[config.mk]
export PLATFORM = sky130hd
export DESIGN_NAME = btn_led_ctrl
export DESIGN_NICKNAME = d
export VERILOG_FILES = /design/src/rtl/btn_led_ctrl.sv
export SDC_FILE = /design/constraint.sdc
export NUM_CORES = 1
export LEC_CHECK = 0
export ABC_CLOCK_PERIOD_IN_PS = 1900
export CORE_MARGIN = 2
export CORE_UTILIZATION = 50
export CTS_CLUSTER_DIAMETER = 100
export CTS_CLUSTER_SIZE = 8
export DETAILED_ROUTE_END_ITERATION = 8
export PLACE_DENSITY = 0.65
export SYNTH_ARGS = -nofsm -noshare
export SYNTH_HDL_FRONTEND = slang
export SYNTH_SLANG_ARGS = --single-unit
[constraint.sdc]
create_clock -name F_CLK -period 1.9 [get_ports F_CLK]
set_input_delay 0.57 -clock F_CLK [delete_from_list [all_inputs] [get_ports F_CLK]]
set_output_delay 0.57 -clock F_CLK [all_outputs]
set_load 0.05 [all_outputs]
[src/rtl/btn_led_ctrl.sv]
// Multi-channel key-to-LED controller: per-channel sync + debounce + press detect,
// LED driven in follow / toggle / blink / off mode from a shared blink prescaler.

module btn_led_chan #(
    parameter int DEB_CYCLES  = 10000,
    parameter int KEY_ACT_LOW = 1,
    parameter int LED_ACT_LOW = 0
) (
    input  logic       clk,
    input  logic       rst_n,
    input  logic       key,
    input  logic [1:0] mode,
    input  logic       phase,
    output logic       led,
    output logic       key_state,
    output logic       key_press
);
    localparam int CW = $clog2(DEB_CYCLES + 1);
    localparam logic [CW-1:0] CNT_MAX = CW'(DEB_CYCLES - 1);
    localparam logic KEY_IDLE = 1'(KEY_ACT_LOW);
    localparam logic LED_INV  = 1'(LED_ACT_LOW);

    logic [1:0]    sync;
    logic          pressed;
    logic [CW-1:0] cnt;
    logic          tgl;
    logic          led_on;

    // sync flops idle at the released pin level so reset never looks like a press
    always_ff @(posedge clk or negedge rst_n) begin
        if (!rst_n) sync <= {2{KEY_IDLE}};
        else        sync <= {sync[0], key};
    end

    assign pressed = sync[1] ^ KEY_IDLE;

    always_ff @(posedge clk or negedge rst_n) begin
        if (!rst_n) begin
            cnt       <= '0;
            key_state <= 1'b0;
            key_press <= 1'b0;
            tgl       <= 1'b0;
        end else begin
            key_press <= 1'b0;
            if (pressed == key_state) begin
                cnt <= '0;
            end else if (cnt == CNT_MAX) begin
                cnt       <= '0;
                key_state <= pressed;
                // tgl flips on the same edge as the press pulse, so the LED follows one clock later
                if (pressed) begin
                    key_press <= 1'b1;
                    if (mode == 2'b01 || mode == 2'b10) tgl <= ~tgl;
                end
            end else begin
                cnt <= cnt + 1'b1;
            end
        end
    end

    always_comb begin
        led_on = 1'b0;
        case (mode)
            2'b00:   led_on = key_state;
            2'b01:   led_on = tgl;
            2'b10:   led_on = tgl & phase;
            default: led_on = 1'b0;
        endcase
    end

    always_ff @(posedge clk or negedge rst_n) begin
        if (!rst_n) led <= LED_INV;
        else        led <= led_on ^ LED_INV;
    end
endmodule

module btn_led_ctrl #(
    parameter int N_CH        = 2,
    parameter int DEB_CYCLES  = 10000,
    parameter int BLINK_HALF  = 25000,
    parameter int KEY_ACT_LOW = 1,
    parameter int LED_ACT_LOW = 0
) (
    input  logic            F_CLK,
    input  logic            F_RST_N,
    input  logic [N_CH:1]   F_KEY,
    input  logic [2*N_CH:1] MODE,
    output logic [N_CH:1]   F_LED,
    output logic [N_CH:1]   KEY_STATE,
    output logic [N_CH:1]   KEY_PRESS
);
    localparam int PW = (BLINK_HALF > 1) ? $clog2(BLINK_HALF) : 1;
    localparam logic [PW-1:0] PRE_MAX = PW'(BLINK_HALF - 1);

    logic [PW-1:0] pre;
    logic          phase;

    // shared free-running blink timebase; phase inverts on every prescaler wrap
    always_ff @(posedge F_CLK or negedge F_RST_N) begin
        if (!F_RST_N) begin
            pre   <= '0;
            phase <= 1'b0;
        end else if (pre == PRE_MAX) begin
            pre   <= '0;
            phase <= ~phase;
        end else begin
            pre <= pre + 1'b1;
        end
    end

    for (genvar g = 1; g <= N_CH; g++) begin : g_ch
        btn_led_chan #(
            .DEB_CYCLES (DEB_CYCLES),
            .KEY_ACT_LOW(KEY_ACT_LOW),
            .LED_ACT_LOW(LED_ACT_LOW)
        ) u_ch (
            .clk      (F_CLK),
            .rst_n    (F_RST_N),
            .key      (F_KEY[g]),
            .mode     (MODE[2*g -: 2]),
            .phase    (phase),
            .led      (F_LED[g]),
            .key_state(KEY_STATE[g]),
            .key_press(KEY_PRESS[g])
        );
    end
endmodule

Yosys cells after proc, flatten, opt, wreduce, memory -nomap -nowiden
Index checks and enable logic that the tools add are counted.

Output and inout port bits: 6. Logic and storage cells: 56. Input bits: 8. Flip-flop bits (word level): 56.

Equal/unequal tests: 9. Reductions and logical operators: 8. $add $sub $neg: 3. Mux-type cells: 13. Bitwise logic cells: 9.

Operators with widths (count): $mux W14 (4); $add A14 B1 Y14 const B (2); $eq A14 B14 Y1 const B (2); $add A15 B1 Y15 const B (1); $eq A15 B15 Y1 const B (1); $mux W15 (1); $reduce_and A4 Y1 (2); $not A1 Y1 (7); $mux W1 (6); $pmux W1 S3 (2); $eq A2 B1 Y1 const B (2); $eq A2 B2 Y1 const B (2); $logic_not A2 Y1 (2); $reduce_and A2 Y1 (2); $and A1 B1 Y1 (2); $eq A1 B1 Y1 (2); $logic_or A1 B1 Y1 (2).

Logic depth before layout (Yosys ltp)
Depth after elaboration: 4. Depth in mapped cells: 7. Gate-level depth less buffers: 5.

By module
A second synthesis with hierarchy kept.

Cells, all modules: 256. Area, all modules: 2713.9 um2.

By module, submodules not included: btn_led_chan (sequential area each 503.0 um2, area each 988.4 um2, cells an instance 95, times used 2); btn_led_ctrl (sequential area each 400.4 um2, area each 737.0 um2, cells an instance 66, times used 1).

Worst setup path before layout
Ideal clock, no wire load.

Path type: register to register. Start point: register pre[4]. End point: register pre[14]. Required time: 1.769 ns. Buffers on the path: 0. Data arrival time: 1.577 ns. Period minus slack after synthesis: 1.708 ns. Cell stages (with the launch flop): 5. Slack: 0.192 ns. Setup time: 0.131 ns. Path through: dfrtp_1 or4_4 nor4_4 or2_1 a31oi_1.

Cells in the longest elaborated chain, start to end: 2. Elaborated cells on any way between the ends: 3. Those cells by class: add/sub (1); eq/ne (1); mux (1).

RTL lines: start, declared (RTL line 95) `logic [PW-1:0] pre;`; start signal, assigned (RTL line 107) `pre <= pre + 1'b1;`; $add A15 B1 Y15 / $eq A15 B15 Y1 (equally long branches) (RTL line 107, 103); $mux W15 * (RTL line 103) `end else if (pre == PRE_MAX) begin`.

Every way passes the cells marked *; elsewhere a longest branch is shown, timed or not. A chain may end at the register's enable or synchronous reset.

Worst setup path in the final report
Start point: register pre[4]. End point: register phase.

Cells in the longest elaborated chain, start to end: 1.

RTL lines: $eq A15 B15 Y1 (RTL line 103); end signal, assigned (RTL line 105) `phase <= ~phase;`; end, declared (RTL line 96) `logic phase;`.

Every way passes these cells.

==> results.md <==
- Outcome: complete, no violations
- Pwr dens: 660 nW/um^2
- Layout Utilization: 0.586
- Critical Path Stages: 4
- Cell taking the most area after synthesis: dfrtp_1
- Crit path required time: 2140 ps
- Total track usage: 0.158
- Largest net degree at the start of global routing: 44
- Number of cell rows: 26
- Initial Util: 0.524
- Die Y: 77.6 um
- Mapped cell area: 2710 sq um
- CP Cell Sequence: or4_4 > nor4_4 > buf_4 > xor2_1
- Setup violations, final: 0
- Initial antenna violation count: 0
- CTS Sinks: 56
- Min Hold Slack: 151 ps
- Min Tclk post-route: 1750 ps
- CP top delay family: simple AND/OR/NAND/NOR gates
- Non-Filler Instances: 338
- Hold Path Class: input port to async pin
- First-pass GRT wire length: 7.53 mm
- Layout area overhead: 11.9%
- Synth Area in Simple Gates: 0.236
- Total CTS buffers: 5
- Routed wire length: 4.21 mm
- Yosys warnings: 0
- Critical path buffer and inverter count: 1
- Most frequent cells after synthesis: dfrtp_1, nor2_1, xor2_1
- Root Buffer: clkbuf_8
- Clk_skew: 9.50 ps
- Max Root-Sink Buffers: 2
- Syn_area_per_cell: 10.8 sq um
- H-tree depth: 2
- Largest family of logic cells by synthesized area: simple AND/OR/NAND/NOR gates
- Setup Crit Path Kind: flip-flop to flip-flop
- Placed cells: 329
- Total negative setup slack: 0 ps
- Startpoint Class: flip-flop
- Max Transition Viols Final: 0
- Sequential-to-total area share from yosys stat: 0.519
- I/O pin cnt: 14
- Most common cell in the netlist: dfrtp_1
- Largest cells by area after synthesis: dfrtp_1, xor2_1, ha_1, nor2_1, xnor2_1
- Period Utilization, post-route: 0.919
- Crit. End Element: flip-flop
- RSZ-0062 raised after global routing: false
- Final Wtd Congestion: 0.829
- Mux cell area share after synthesis: 0
- Drt pass-1 iters: 4
- Hold Buf Count CTS: 0
- Core area: 5170 sq um
- CP peak stage delay: 550 ps
- Peak VDD IR: 0.000436 V
- Top cell type's share of synthesized area: 0.480
- Clk slew on worst S/H paths: 100 ps
- Max-cap check violation count: 0
- Residual DRC count: 0
- HPWL reported at the end of detailed placement: 2.97 mm
- Max Fclk: 572 MHz
- Diode count: 0
- Multi-input gate area: 1210 sq um
- EDFF count, synth: 0
- Post-DRT Antenna Nets: 0
- Top FF cell, synth: dfrtp_1
- Die area: 6020 sq um
- Vias/cell: 5.02
- Slowest CP cell: or4_4
- Routed length per placed instance: 12.5 um
- Adder-Cell Fraction of Synth Area: 0.0600
- Die X-Extent: 77.6 um
- P_leak: 1.42 nW
- Synth Area in XOR/XNOR: 0.129
- Worst Path Max Fanout: 5
- R2R cell count: 4
- Syn Nets: 271
- Fill count: 428
- Synthesized flop and latch total: 56
- DR iter-0 viols: 88
- Synth async-reset ratio: 1.00
- GR Overflow Total: 0
- Worst slew margin: 0.767
- Worst-skew pair later-pin latency: 310 ps
- # port buffers: 13
- Vias: 1697
- Register Area: 1410 sq um
- Synth Area in Compound Gates: 0.0226
- Nets@finish: 288
- Post-Synthesis Cells: 250
- Worst slew pin tran: 345 ps
- Number of global-route vias before repair: 1623
- Count of cell types in the netlist: 33
- Arr. time, crit path: 1990 ps
- Layout cells sized above 1: 0.119
- Final hold vios: 0
- CTS tree: yes
[state kept, by name (all words and copies together) (netlist names)]
name	cells
g_ch.u_ch.cnt	28
g_ch.u_ch.key_state	2
pre	15
g_ch.u_ch.sync	4
g_ch.u_ch.tgl	2
g_ch.u_ch.key_press	2
phase	1
g_ch.u_ch.led	2
[area by class of cell]
| type | count | area share |
|---|---|---|
| clock buffer | 7 | 0.0285 |
| multi-input combinational | 177 | 0.401 |
| clock inverter | 1 | 0.00248 |
| inverter | 6 | 0.00743 |
| tap | 70 | 0.0289 |
| sequential | 56 | 0.464 |
| timing repair buffer | 21 | 0.0685 |
[cells by family after synthesis]
family,count (synthesis)
flip-flops,56
buffers and inverters,17
AO/OA/AOI/OAI,10
AND/OR/NAND/NOR,114
XOR/XNOR,40
adder cells (fa/ha/maj),13
[what timing repair did]
item	CTS	global route
resized for setup	0	0
endpoints found under the setup margin	0	1
setup buffers	0	1
[per-layer routing]
| layer | up-vias | part of all wire | track usage |
|---|---|---|---|
| met5 | - | 0 | 0 |
| met4 | 0 | 0.013 | 0.0643 |
| met3 | 5 | 0.031 | 0.0465 |
| met2 | 19 | 0.45 | 0.238 |
| met1 | 789 | 0.51 | 0.214 |
| li1 | 884 | - | - |
[worst paths after layout]
check | from | to | slack [ps]
worst min register to register | g_ch[1].u_ch.sync[0] | g_ch[1].u_ch.sync[1] | 360
worst min-delay path | F_RST_N | g_ch[2].u_ch.key_press | 150
min in group F_CLK | g_ch[1].u_ch.sync[0] | g_ch[1].u_ch.sync[1] | 360
max in group asynchronous | F_RST_N | g_ch[2].u_ch.sync[1] | 1170
worst max-delay path | pre[4] | phase | 150
worst max register to register | pre[4] | phase | 150
[stage by stage]
| stage | power (mW) | setup WS [ps] | cell area (sq um) |
|---|---|---|---|
| 6_report | 2.00 | 153 | 3030 |
| 5_1_grt | 2.11 | 4.94 | 3030 |
| 4_1_cts | 2.04 | 125 | 3030 |
| 3_5_place_dp | 1.37 | 19.6 | 2930 |
| 3_3_place_gp | 1.37 | 63.9 | 2930 |
| 2_1_floorplan | 1.30 | 192 | 2710 |
[cell usage in the layout, fill, tap and decap left out, types with 2 or more instances in the layout]
cell | Yosys | routed
nor4b_2 | 2 | 2
buf_4 | 6 | 11
clkbuf_8 | 0 | 6
nand2_1 | 15 | 15
nor3_1 | 5 | 5
and3_1 | 7 | 7
inv_1 | 6 | 6
a21oi_1 | 2 | 2
nor4b_1 | 2 | 2
nand4_1 | 12 | 12
buf_12 | 0 | 3
dfstp_2 | 4 | 4
dfrtp_1 | 52 | 52
nor2_1 | 38 | 38
a21o_1 | 2 | 2
a22oi_1 | 2 | 2
nand3_1 | 14 | 14
xor2_1 | 27 | 27
clkdlybuf4s50_1 | 0 | 6
ha_1 | 13 | 13
xnor2_1 | 13 | 13
o21ai_0 | 3 | 3
and4_1 | 7 | 7
nor4_1 | 3 | 3
[report_power, final]
part,total [mW],internal (mW),switching [mW]
clock,0.661,0.297,0.364
combinational,0.106,0.0459,0.0598
sequential,1.24,1.22,0.0201
No activity file was read; power rests on OpenSTA's default activity.
